### src/rtl/serial_add_ctrl.sv
// serial_add_ctrl: sequencing controller for one external 1-bit full adder.
// Captures WIDTH-bit operands on start, feeds one bit pair per cycle
// (LSB first) to the adder, recirculates the carry through carry_q and
// assembles the serial sum into a registered parallel result.
// Optional feature: define SERIAL_ADD_OVF_EN to add the signed-overflow
// output ovf, captured alongside sum_out.
module serial_add_ctrl #(
  parameter  int WIDTH = 8,
  localparam int CNT_W = $clog2(WIDTH)
) (
  input  logic             clk,
  input  logic             rst,
  input  logic             start,
  input  logic [WIDTH-1:0] a_in,
  input  logic [WIDTH-1:0] b_in,
  input  logic             cin_in,
  output logic             busy,
  output logic             done,
  output logic [WIDTH-1:0] sum_out,
  output logic             cout_out,
`ifdef SERIAL_ADD_OVF_EN
  output logic             ovf,
`endif
  output logic             fa_a,
  output logic             fa_b,
  output logic             fa_cin,
  input  logic             fa_sum,
  input  logic             fa_cout
);

  localparam logic [1:0] ST_IDLE  = 2'd0;
  localparam logic [1:0] ST_SHIFT = 2'd1;
  localparam logic [1:0] ST_DONE  = 2'd2;

  localparam logic [CNT_W-1:0] CNT_LAST = CNT_W'(WIDTH - 1);

  logic [1:0]       state_q, state_d;
  logic [WIDTH-1:0] a_sr_q, a_sr_d;
  logic [WIDTH-1:0] b_sr_q, b_sr_d;
  logic [WIDTH-1:0] sum_sr_q, sum_sr_d;
  logic             carry_q, carry_d;
  logic [CNT_W-1:0] cnt_q, cnt_d;
  logic [WIDTH-1:0] sum_out_q, sum_out_d;
  logic             cout_q, cout_d;
`ifdef SERIAL_ADD_OVF_EN
  logic             ovf_q, ovf_d;
`endif

  // Next-state logic: operand capture, bit-serial shifting and result capture.
  always_comb begin
    // NOTE: every signal gets a default first so no path leaves it unassigned;
    // a missing default in always_comb infers a latch.
    state_d   = state_q;
    a_sr_d    = a_sr_q;
    b_sr_d    = b_sr_q;
    sum_sr_d  = sum_sr_q;
    carry_d   = carry_q;
    cnt_d     = cnt_q;
    sum_out_d = sum_out_q;
    cout_d    = cout_q;
`ifdef SERIAL_ADD_OVF_EN
    ovf_d     = ovf_q;
`endif
    case (state_q)
      ST_IDLE: begin
        if (start) begin
          a_sr_d  = a_in;
          b_sr_d  = b_in;
          carry_d = cin_in;
          cnt_d   = '0;
          state_d = ST_SHIFT;
        end
      end
      ST_SHIFT: begin
        a_sr_d   = a_sr_q >> 1;
        b_sr_d   = b_sr_q >> 1;
        sum_sr_d = {fa_sum, sum_sr_q[WIDTH-1:1]};
        carry_d  = fa_cout;
        if (cnt_q == CNT_LAST) begin
          // Last bit: the adder outputs of this cycle complete the result.
          sum_out_d = {fa_sum, sum_sr_q[WIDTH-1:1]};
          cout_d    = fa_cout;
`ifdef SERIAL_ADD_OVF_EN
          // Carry into the MSB differing from carry out of it means the
          // signed result does not fit.
          ovf_d     = carry_q ^ fa_cout;
`endif
          state_d   = ST_DONE;
        end else begin
          cnt_d = cnt_q + CNT_W'(1);
        end
      end
      ST_DONE: begin
        state_d = ST_IDLE;
      end
      default: begin
        state_d = ST_IDLE;
      end
    endcase
  end

  // State registers with synchronous reset; reset also aborts an add in flight.
  always_ff @(posedge clk) begin
    // NOTE: sequential state uses non-blocking assignments so every register
    // samples pre-edge values regardless of statement order.
    if (rst) begin
      state_q   <= ST_IDLE;
      a_sr_q    <= '0;
      b_sr_q    <= '0;
      sum_sr_q  <= '0;
      carry_q   <= 1'b0;
      cnt_q     <= '0;
      sum_out_q <= '0;
      cout_q    <= 1'b0;
`ifdef SERIAL_ADD_OVF_EN
      ovf_q     <= 1'b0;
`endif
    end else begin
      state_q   <= state_d;
      a_sr_q    <= a_sr_d;
      b_sr_q    <= b_sr_d;
      sum_sr_q  <= sum_sr_d;
      carry_q   <= carry_d;
      cnt_q     <= cnt_d;
      sum_out_q <= sum_out_d;
      cout_q    <= cout_d;
`ifdef SERIAL_ADD_OVF_EN
      ovf_q     <= ovf_d;
`endif
    end
  end

  // Adder drive is live only while shifting; quiet zeros otherwise.
  always_comb begin
    fa_a   = 1'b0;
    fa_b   = 1'b0;
    fa_cin = 1'b0;
    if (state_q == ST_SHIFT) begin
      fa_a   = a_sr_q[0];
      fa_b   = b_sr_q[0];
      fa_cin = carry_q;
    end
  end

  assign busy     = (state_q != ST_IDLE);
  assign done     = (state_q == ST_DONE);
  assign sum_out  = sum_out_q;
  assign cout_out = cout_q;
`ifdef SERIAL_ADD_OVF_EN
  assign ovf      = ovf_q;
`endif

endmodule

### config.mk
export PLATFORM = sky130hd
export DESIGN_NAME = serial_add_ctrl
export DESIGN_NICKNAME = d
export VERILOG_FILES = /design/src/rtl/serial_add_ctrl.sv
export SDC_FILE = /design/constraint.sdc
export NUM_CORES = 1
export LEC_CHECK = 0
export BUFFER_PORTS_ARGS = -buffer_cell sky130_fd_sc_hd__clkbuf_2
export CAP_MARGIN = 20
export CORE_ASPECT_RATIO = 0.9
export CORE_MARGIN = 1.5
export CORE_UTILIZATION = 45
export DETAILED_ROUTE_END_ITERATION = 8
export HOLD_SLACK_MARGIN = 0.08
export PLACE_DENSITY = 0.7
export SYNTH_ARGS = -nofsm -noshare
export SYNTH_HDL_FRONTEND = slang
export SYNTH_SLANG_ARGS = --single-unit
### constraint.sdc
create_clock -name clk -period 1.3 [get_ports clk]
set_clock_uncertainty 0.1 [all_clocks]
set_input_delay 0.13 -clock clk [delete_from_list [all_inputs] [get_ports clk]]
set_output_delay 0.13 -clock clk [all_outputs]
set_load 0.005 [all_outputs]
# Word level (Yosys, flattened, before mapping)
# Cells that the tools add are included.
# totals
in_bits	22
out_inout_bits	14
regBits	39
# classes
eq_ne	6
n_addsub	1
reduce_logical	7
n_mux	15
# ops
op	n
case mux 8 bit (2 select lines)	2
two-way mux 8 bit	2
two-way mux 3 bit	2
!= test 2 bit, second input constant	3
case mux 3 bit (2 select lines)	1
AND reduction 2 bit	3
two-way mux 1 bit	4
two-way mux 2 bit	2
case mux 2 bit (2 select lines)	1
nonzero test 2 bit	2
adder 3 x 1 -> 3 bit, second input constant	1
equality test 3 bit, second input constant	1
AND reduction 3 bit	1
equality test 2 x 1 -> 1 bit, second input constant	1
equality test 2 bit, second input constant	1
zero test 2 bit	1
case mux 1 bit (2 select lines)	1

# Longest topological paths before layout
# Gate-level depths: netlist (run 1).
# depth
word_depth	3
mapped_depth	6
mapped_depth_nobuf	5

# Worst setup path after synthesis (run 1)
# Ideal clock, no wire load.
# synth_path
path_type	reg2reg
startpoint	register cnt_q[0]
endpoint	register sum_out_q[2], in the netlist sum_out[2]
path_stages_with_launch	7
arrival_time_ns	1.130
t_required_ns	1.066
period_less_slack_ns	1.364
path_slack_ns	-0.064
cell_sequence	dfxtp_1 > ha_1 > ha_1 > buf_2 > nand3b_2 > nand2_1 > a21oi_1
# synth_between
elab_chain_cells	2
# synth_rtl
item	line	source
from (decl)	42	logic [CNT_W-1:0] cnt_q, cnt_d;
from (signal assigned)	124	cnt_q <= cnt_d;
equality test 3 bit	79	if (cnt_q == CNT_LAST) begin
AND reduction 2 bit (no source line)	n/a	
to (signal assigned)	125	sum_out_q <= sum_out_d;
to (decl)	43	logic [WIDTH-1:0] sum_out_q, sum_out_d;
# No other way between the ends.
# A chain may end at the register's enable or synchronous reset.

# Worst setup path after layout (run 1)
# layout_path
startpoint	register state_q[0]
endpoint	output fa_cin
# layout_between
elab_chain_cells	2
# layout_rtl
item	line	source
from (decl)	37	logic [1:0] state_q, state_d;
from (signal assigned)	119	state_q <= state_d;
equality test 2 x 1 -> 1 bit	138	if (state_q == ST_SHIFT) begin
two-way mux 1 bit	138	
to (decl)	26	output logic fa_cin,
# No other way between the ends.

==> impl_metrics.yaml, run 1 <==
outcome:
  status: "finished, violations left"
  violations: "negative setup slack"
clock_network:
  cts_tree: "done"
  clockRootBuffer: "clkbuf_8"
  cts.path.max_buffers: 2
  clock_latency_ns: 0.31
  cts_max_level: 2
  clk_pin_slew_ns: 0.07
  cts_num_sinks: 38
  cts_made_buffers: 5
finish:
  final_cell_area_um2: 2410
  final_cell_mix: "34 x dfxtp_1, 32 x clkbuf_2, 20 x nand2_1, 18 x nor2_1, 15 x mux2i_1"
  nets: 254
  drive_gt1_share_pct: 47.2
  syn_to_final_growth_pct: 47.9
  multiInputGateArea_um2: 1000
  fin_cells: 275
  fillers: 249
  final_common_cell: "dfxtp_1"
  final_util_pct: 70.4
  n_antenna_cell: 0
  regArea_um2: 771
synth:
  synth_cells: 176
  synth_top_cell_area_share_pct: 46.6
  synth_area_leader_cell: "dfxtp_1"
  synth_area_um2: 1630
  synth_fp_nets: 200
  yosys_warnings: 0
  yosys_register_bits: 38
  synthDistinctLibCells: 24
  synth_area_leaders: "dfxtp_1 47%, mux2i_1 9.2%, a211oi_2 7.7%"
  yosysSeqAreaShare_pct: 46.6
  synth.avg_cell_area_um2: 9.27
grt:
  grt_max_degree: 31
  overflow: 0
  grt_pass1_vias: 1422
  grt_antenna_before_repair: 0
  grt_pass1_wl_mm: 6.19
  globalRouteTotalUtil_pct: 21.3
worst_setup_path:
  r2r_end: "sum_out[4]"
  arrival_ns: 1.13
  cp.required_ns: 1.07
  worstPathCellList: "nor2b_4 > and2_4 > buf_6"
  slowest_delay_ns: 0.38
  cp-end-kind: "primary output"
  crit_buf_inv: 1
  cp_slowest_cell: "dfxtp_4"
  worst-r2r-cell-count: 6
  cp_max_fo: 5
  criticalPathCategory: "flop to primary output"
  r2r_setup_slack_ns: -0.01
  setup.worst_path.start_class: "flop"
  path_delay_family: "flip-flops"
  reg2reg_from: "cnt_q[0]"
pwr:
  powerDensity_nw_per_um2: 1100
  peakVddDrop_mv: 0.582
  p_leak_nw: 0.980
sta:
  setup_viol: 8
  max_freq_ghz: 0.735
  min_period_over_period_pct: 105
  rsz0062_at_grt: "yes"
  finalSetupTns_ns: -0.254
  maxSlewHeadroom_pct: 79.0
  whs_ns: 0.0763
  worstMarginPinSlew_ns: 0.307
  post-route-min-period_ns: 1.36
  final_max_slew_viol_count: 0
  hold_viol: 0
  setup_ws_ns: -0.0603
place:
  io_buffers: 35
  dp_cells: 252
  gp_congestion: 0.727
  place_area_um2: 1880
  hpwl_mm: 2.47
hold_path:
  hold_end: "b_sr_q[4]"
  holdCritPathClass: "input port to flop"
  hold_depth: 3
  hp-start: "b_in[4]"
floorplan:
  die_h_um: 60.1
  die_area_um2: 4000
  rows: 20
  coreArea_um2: 3430
  die_w_um: 66.5
  start_util_pct: 47.6
  num_io_pins: 36
routing:
  drt-total-wl_mm: 4.19
  drt-pass1-iter-count: 4
  vias: 1483
  vias_per_cell: 5.39
  drt-initial-drc-count: 58
  wl_per_cell_um: 15.2
  antenna_left: 0
  drcViolationCount: 0
run:
  maxCapViolCount: 0
==> cells in the mapped netlist <==
library cell and n:
dfxtp_1 38, nand2_1 26, nor2_1 19, a21oi_1 17
mux2i_1 15, a211oi_2 10, nand3_1 9, buf_2 6
a211oi_1 5, nand2b_1 5, buf_4 4, and2_1 3
nor2b_1 3, a32oi_1 2, buf_1 2, ha_1 2
inv_1 2, o21ai_0 2, buf_6 1, nand3b_2 1
nor4b_2 1, o21ba_2 1, o21bai_1 1, o31ai_1 1
==> stage by stage <==
step	setup WS (ns)	power [mW]
final	-0.0603	2.66
after global routing	-0.0993	2.75
after CTS	-0.0981	2.62
after detailed placement	-0.212	1.60
after global placement	-0.0705	1.58
after floorplan	0.00224	1.50
==> logic make-up after synthesis <==
| family | Yosys count | synth area share [%] |
|---|---|---|
| buffers and inverters | 15 | 5.29 |
| AO/OA/AOI/OAI | 39 | 18.4 |
| adder cells (fa/ha/maj) | 2 | 1.53 |
| multiplexers | 15 | 9.20 |
| flip-flops | 38 | 46.6 |
| AND/OR/NAND/NOR | 67 | 18.9 |
==> where the power goes <==
part | total (mW) | switching [mW] | internal [mW]
combinational | 0.401 | 0.206 | 0.195
clock | 1.01 | 0.442 | 0.565
sequential | 1.25 | 0.0354 | 1.22
==> layer usage <==
| layer | vias up | share of wire, % | GRT usage [%] | routed length [µm] |
|---|---|---|---|---|
| met1 | 717 | 43 | 22.0 | 1790 |
| li1 | 723 | - | - | - |
| met5 | - | 0 | 0 | 0 |
| met3 | 8 | 4.4 | 5.08 | 184 |
| met4 | 0 | 1.9 | 11.7 | 80 |
| met2 | 35 | 51 | 39.7 | 2140 |
==> layout make-up <==
type	instances	area share, %
Inverter	2	0.311
Sequential cell	38	32.0
Timing Repair Buffer	59	19.5
Tap cell	44	2.28
Clock buffer	5	2.85
Multi-Input combinational cell	124	41.5
Clock inverter	3	1.66
==> flip-flops by register name (all words and copies together) (netlist names) <==
signal,count
carry_q,1
cnt_q,3
sum_out,8
sum_sr_q,7
a_sr_q,8
b_sr_q,8
state_q,2
cout_out,1
==> worst max-delay path by stage <==
stage               startpoint    endpoint  slack, ns  cells past startpoint
CTS                 state_q[0]        fa_a       -0.1                      4
global placement      cnt_q[0]    cnt_q[1]      -0.07                      5
global route        state_q[0]        fa_b       -0.1                      3
detailed placement    cnt_q[0]    cnt_q[2]      -0.21                      5
finish              state_q[0]      fa_cin      -0.06                      3
floorplan             cnt_q[0]  sum_out[2]      0.002                      6
==> worst register-to-register path, cell delays in order (launching register included) <==
cell       delay, ns
dfxtp_2         0.34
ha_4            0.16
ha_4            0.18
buf_12          0.14
clkbuf_16       0.15
nand3_2         0.07
a21oi_1         0.06
==> repair_timing <==
item | 4_1_cts | 5_1_grt
buffers inserted | 4 | 1
setup endpoints to repair | 18 | 21
hold buffers | 8 | 0
gates cloned | 1 | 2
pin swaps | 7 | 18
gates resized for setup | 25 | 32
hold endpoints to repair | 9 | 0
Power figures use the tool's default switching activity.
==> run 2, diff against run 1 <==
Settings changed: CORE_UTILIZATION 45 to 39, CTS_CLUSTER_DIAMETER set to 80, GPL_TIMING_DRIVEN set to 0, PLACE_DENSITY 0.7 to 0.62.
==> run 2 against run 1 <==
Against the previous run:
- the run still ends with negative setup slack left
- design area rose by 3.0%
- clock power up 24%
- via count is 1.8% lower
- register-to-register slack got worse by 0.02 ns
- critical path depth unchanged
- sequential power about the same
- wire length down 5.9%
- clock-buffer cell count rose by 1
- cell count grew 4.7%
- global-route usage is 4.8 points lower
- utilization shrank 9.0 points
- worst setup slack improved by 0.017 ns
==> impl_metrics.yaml, run 2 (synthesis results as in run 1) <==
grt:
  grt_pass1_vias: 1289
  grt_max_degree: 13
  globalRouteTotalUtil_pct: 16.5
  grt_antenna_before_repair: 0
  grt_pass1_wl_mm: 5.92
  overflow: 0
floorplan:
  start_util_pct: 40.3
  die_area_um2: 4580
  rows: 22
  coreArea_um2: 4050
  num_io_pins: 36
  die_h_um: 64.4
  die_w_um: 71.2
place:
  hpwl_mm: 2.30
  io_buffers: 35
  place_area_um2: 1880
  gp_congestion: 0.710
finish:
  n_antenna_cell: 0
  drive_gt1_share_pct: 45.8
  multiInputGateArea_um2: 968
  final_cell_area_um2: 2480
  final_cell_mix: "34 x dfxtp_1, 31 x clkbuf_2, 25 x nand2_1, 15 x a21oi_1, 15 x mux2i_1"
  fillers: 346
  regArea_um2: 771
  syn_to_final_growth_pct: 52.2
  final_common_cell: "dfxtp_1"
  nets: 263
run:
  maxCapViolCount: 0
clock_network:
  cts_made_buffers: 5
  cts_max_level: 2
  cts.path.max_buffers: 2
  clk_pin_slew_ns: 0.08
  cts_tree: "done"
  clock_latency_ns: 0.30
  cts_num_sinks: 38
  clockRootBuffer: "clkbuf_8"
worst_setup_path:
  criticalPathCategory: "flop to primary output"
  cp_max_fo: 5
  arrival_ns: 1.11
  setup.worst_path.start_class: "flop"
  cp.required_ns: 1.07
  cp-end-kind: "primary output"
sta:
  rsz0062_at_grt: "yes"
  min_period_over_period_pct: 103
  hold_viol: 0
  post-route-min-period_ns: 1.34
  setup_viol: 18
  whs_ns: 0.0875
  max_freq_ghz: 0.744
  maxSlewHeadroom_pct: 65.4
  final_max_slew_viol_count: 0
  setup_ws_ns: -0.0437
  worstMarginPinSlew_ns: 0.519
routing:
  vias_per_cell: 5.06
  drt-total-wl_mm: 3.95
  wl_per_cell_um: 13.7
  drt-pass1-iter-count: 4
  drcViolationCount: 0
  vias: 1457
  antenna_left: 0
  drt-initial-drc-count: 93
hold_path:
  holdCritPathClass: "input port to flop"
outcome:
  status: "finished, violations left"
  violations: "negative setup slack"
pwr:
  fin_total_pwr_mw: 2.97
  p_leak_nw: 1.03
  peakVddDrop_mv: 0.864
  powerDensity_nw_per_um2: 1190
-- run 2: cell types whose count changed in the layout (fill, tap and decap cells not counted), moves of 5 or more --
cell / delta
nand2_2: -5
nor2_2: +10
a21oi_1: +5
nand3_2: -6
nand2_1: +5
a21oi_2: -5
nor2_1: -13
nand3_1: +9
-- run 2: repair_timing --
item / in CTS / in global routing
buffers inserted: 4 / 6
pin swaps: 20 / 21
hold endpoints to repair: 12 / 0
resized for setup: 21 / 45
setup endpoints to repair: 33 / 33
hold buffers: 10 / 0
cloned: 0 / 4
-- run 2: stage by stage --
stage	util, %	TNS, ns	instances	worst slack, ns
2_1_floorplan	-	0	176	0.00224
3_3_place_gp	46.5	-2.05	259	-0.155
3_5_place_dp	46.5	-2.27	259	-0.177
4_1_cts	54.8	-0.970	280	-0.179
5_1_grt	61.4	-2.13	288	-0.0901
6_report	61.4	-0.301	288	-0.0437
-- run 2: final timing paths --
check              startpoint           to  slack (ns)  cells past startpoint
setup / recovery   state_q[0]       fa_cin       -0.04                      3
hold / removal        b_in[1]    b_sr_q[1]        0.09                      3
setup reg to reg     cnt_q[0]   sum_out[3]       -0.03                      6
hold reg to reg   sum_sr_q[1]  sum_sr_q[1]        0.36                      2
-- run 2: area by class of cell --
class	count	share of cell area [%]
clock buffer	6	3.32
multi-input combinational	124	39.0
inverter	2	0.302
timing repair buffer	58	17.6
sequential	38	31.0
buffer	10	3.88
clock inverter	2	2.42
tap	48	2.42
-- run 2: worst max-delay path, cell delays in order (launching register included) --
cell and delay [ns]:
dfxtp_4 0.37, nor2b_4 0.20, and2_4 0.16, buf_6 0.08
-- run 2: metal layers --
layer,part of all wire [%],routed length [µm],up-vias,track usage (%)
met5,0,0,-,0
met4,1.4,55,0,5.66
met3,3.7,147,7,5.84
met2,49,1920,23,26.7
met1,46,1820,685,20.4
li1,-,-,742,-
-- run 2: power by group --
part	internal, mW	switching (mW)	leakage (nW)
registers	1.22	0.0415	0.313
clock network	0.819	0.433	0.0714
logic	0.236	0.216	0.649
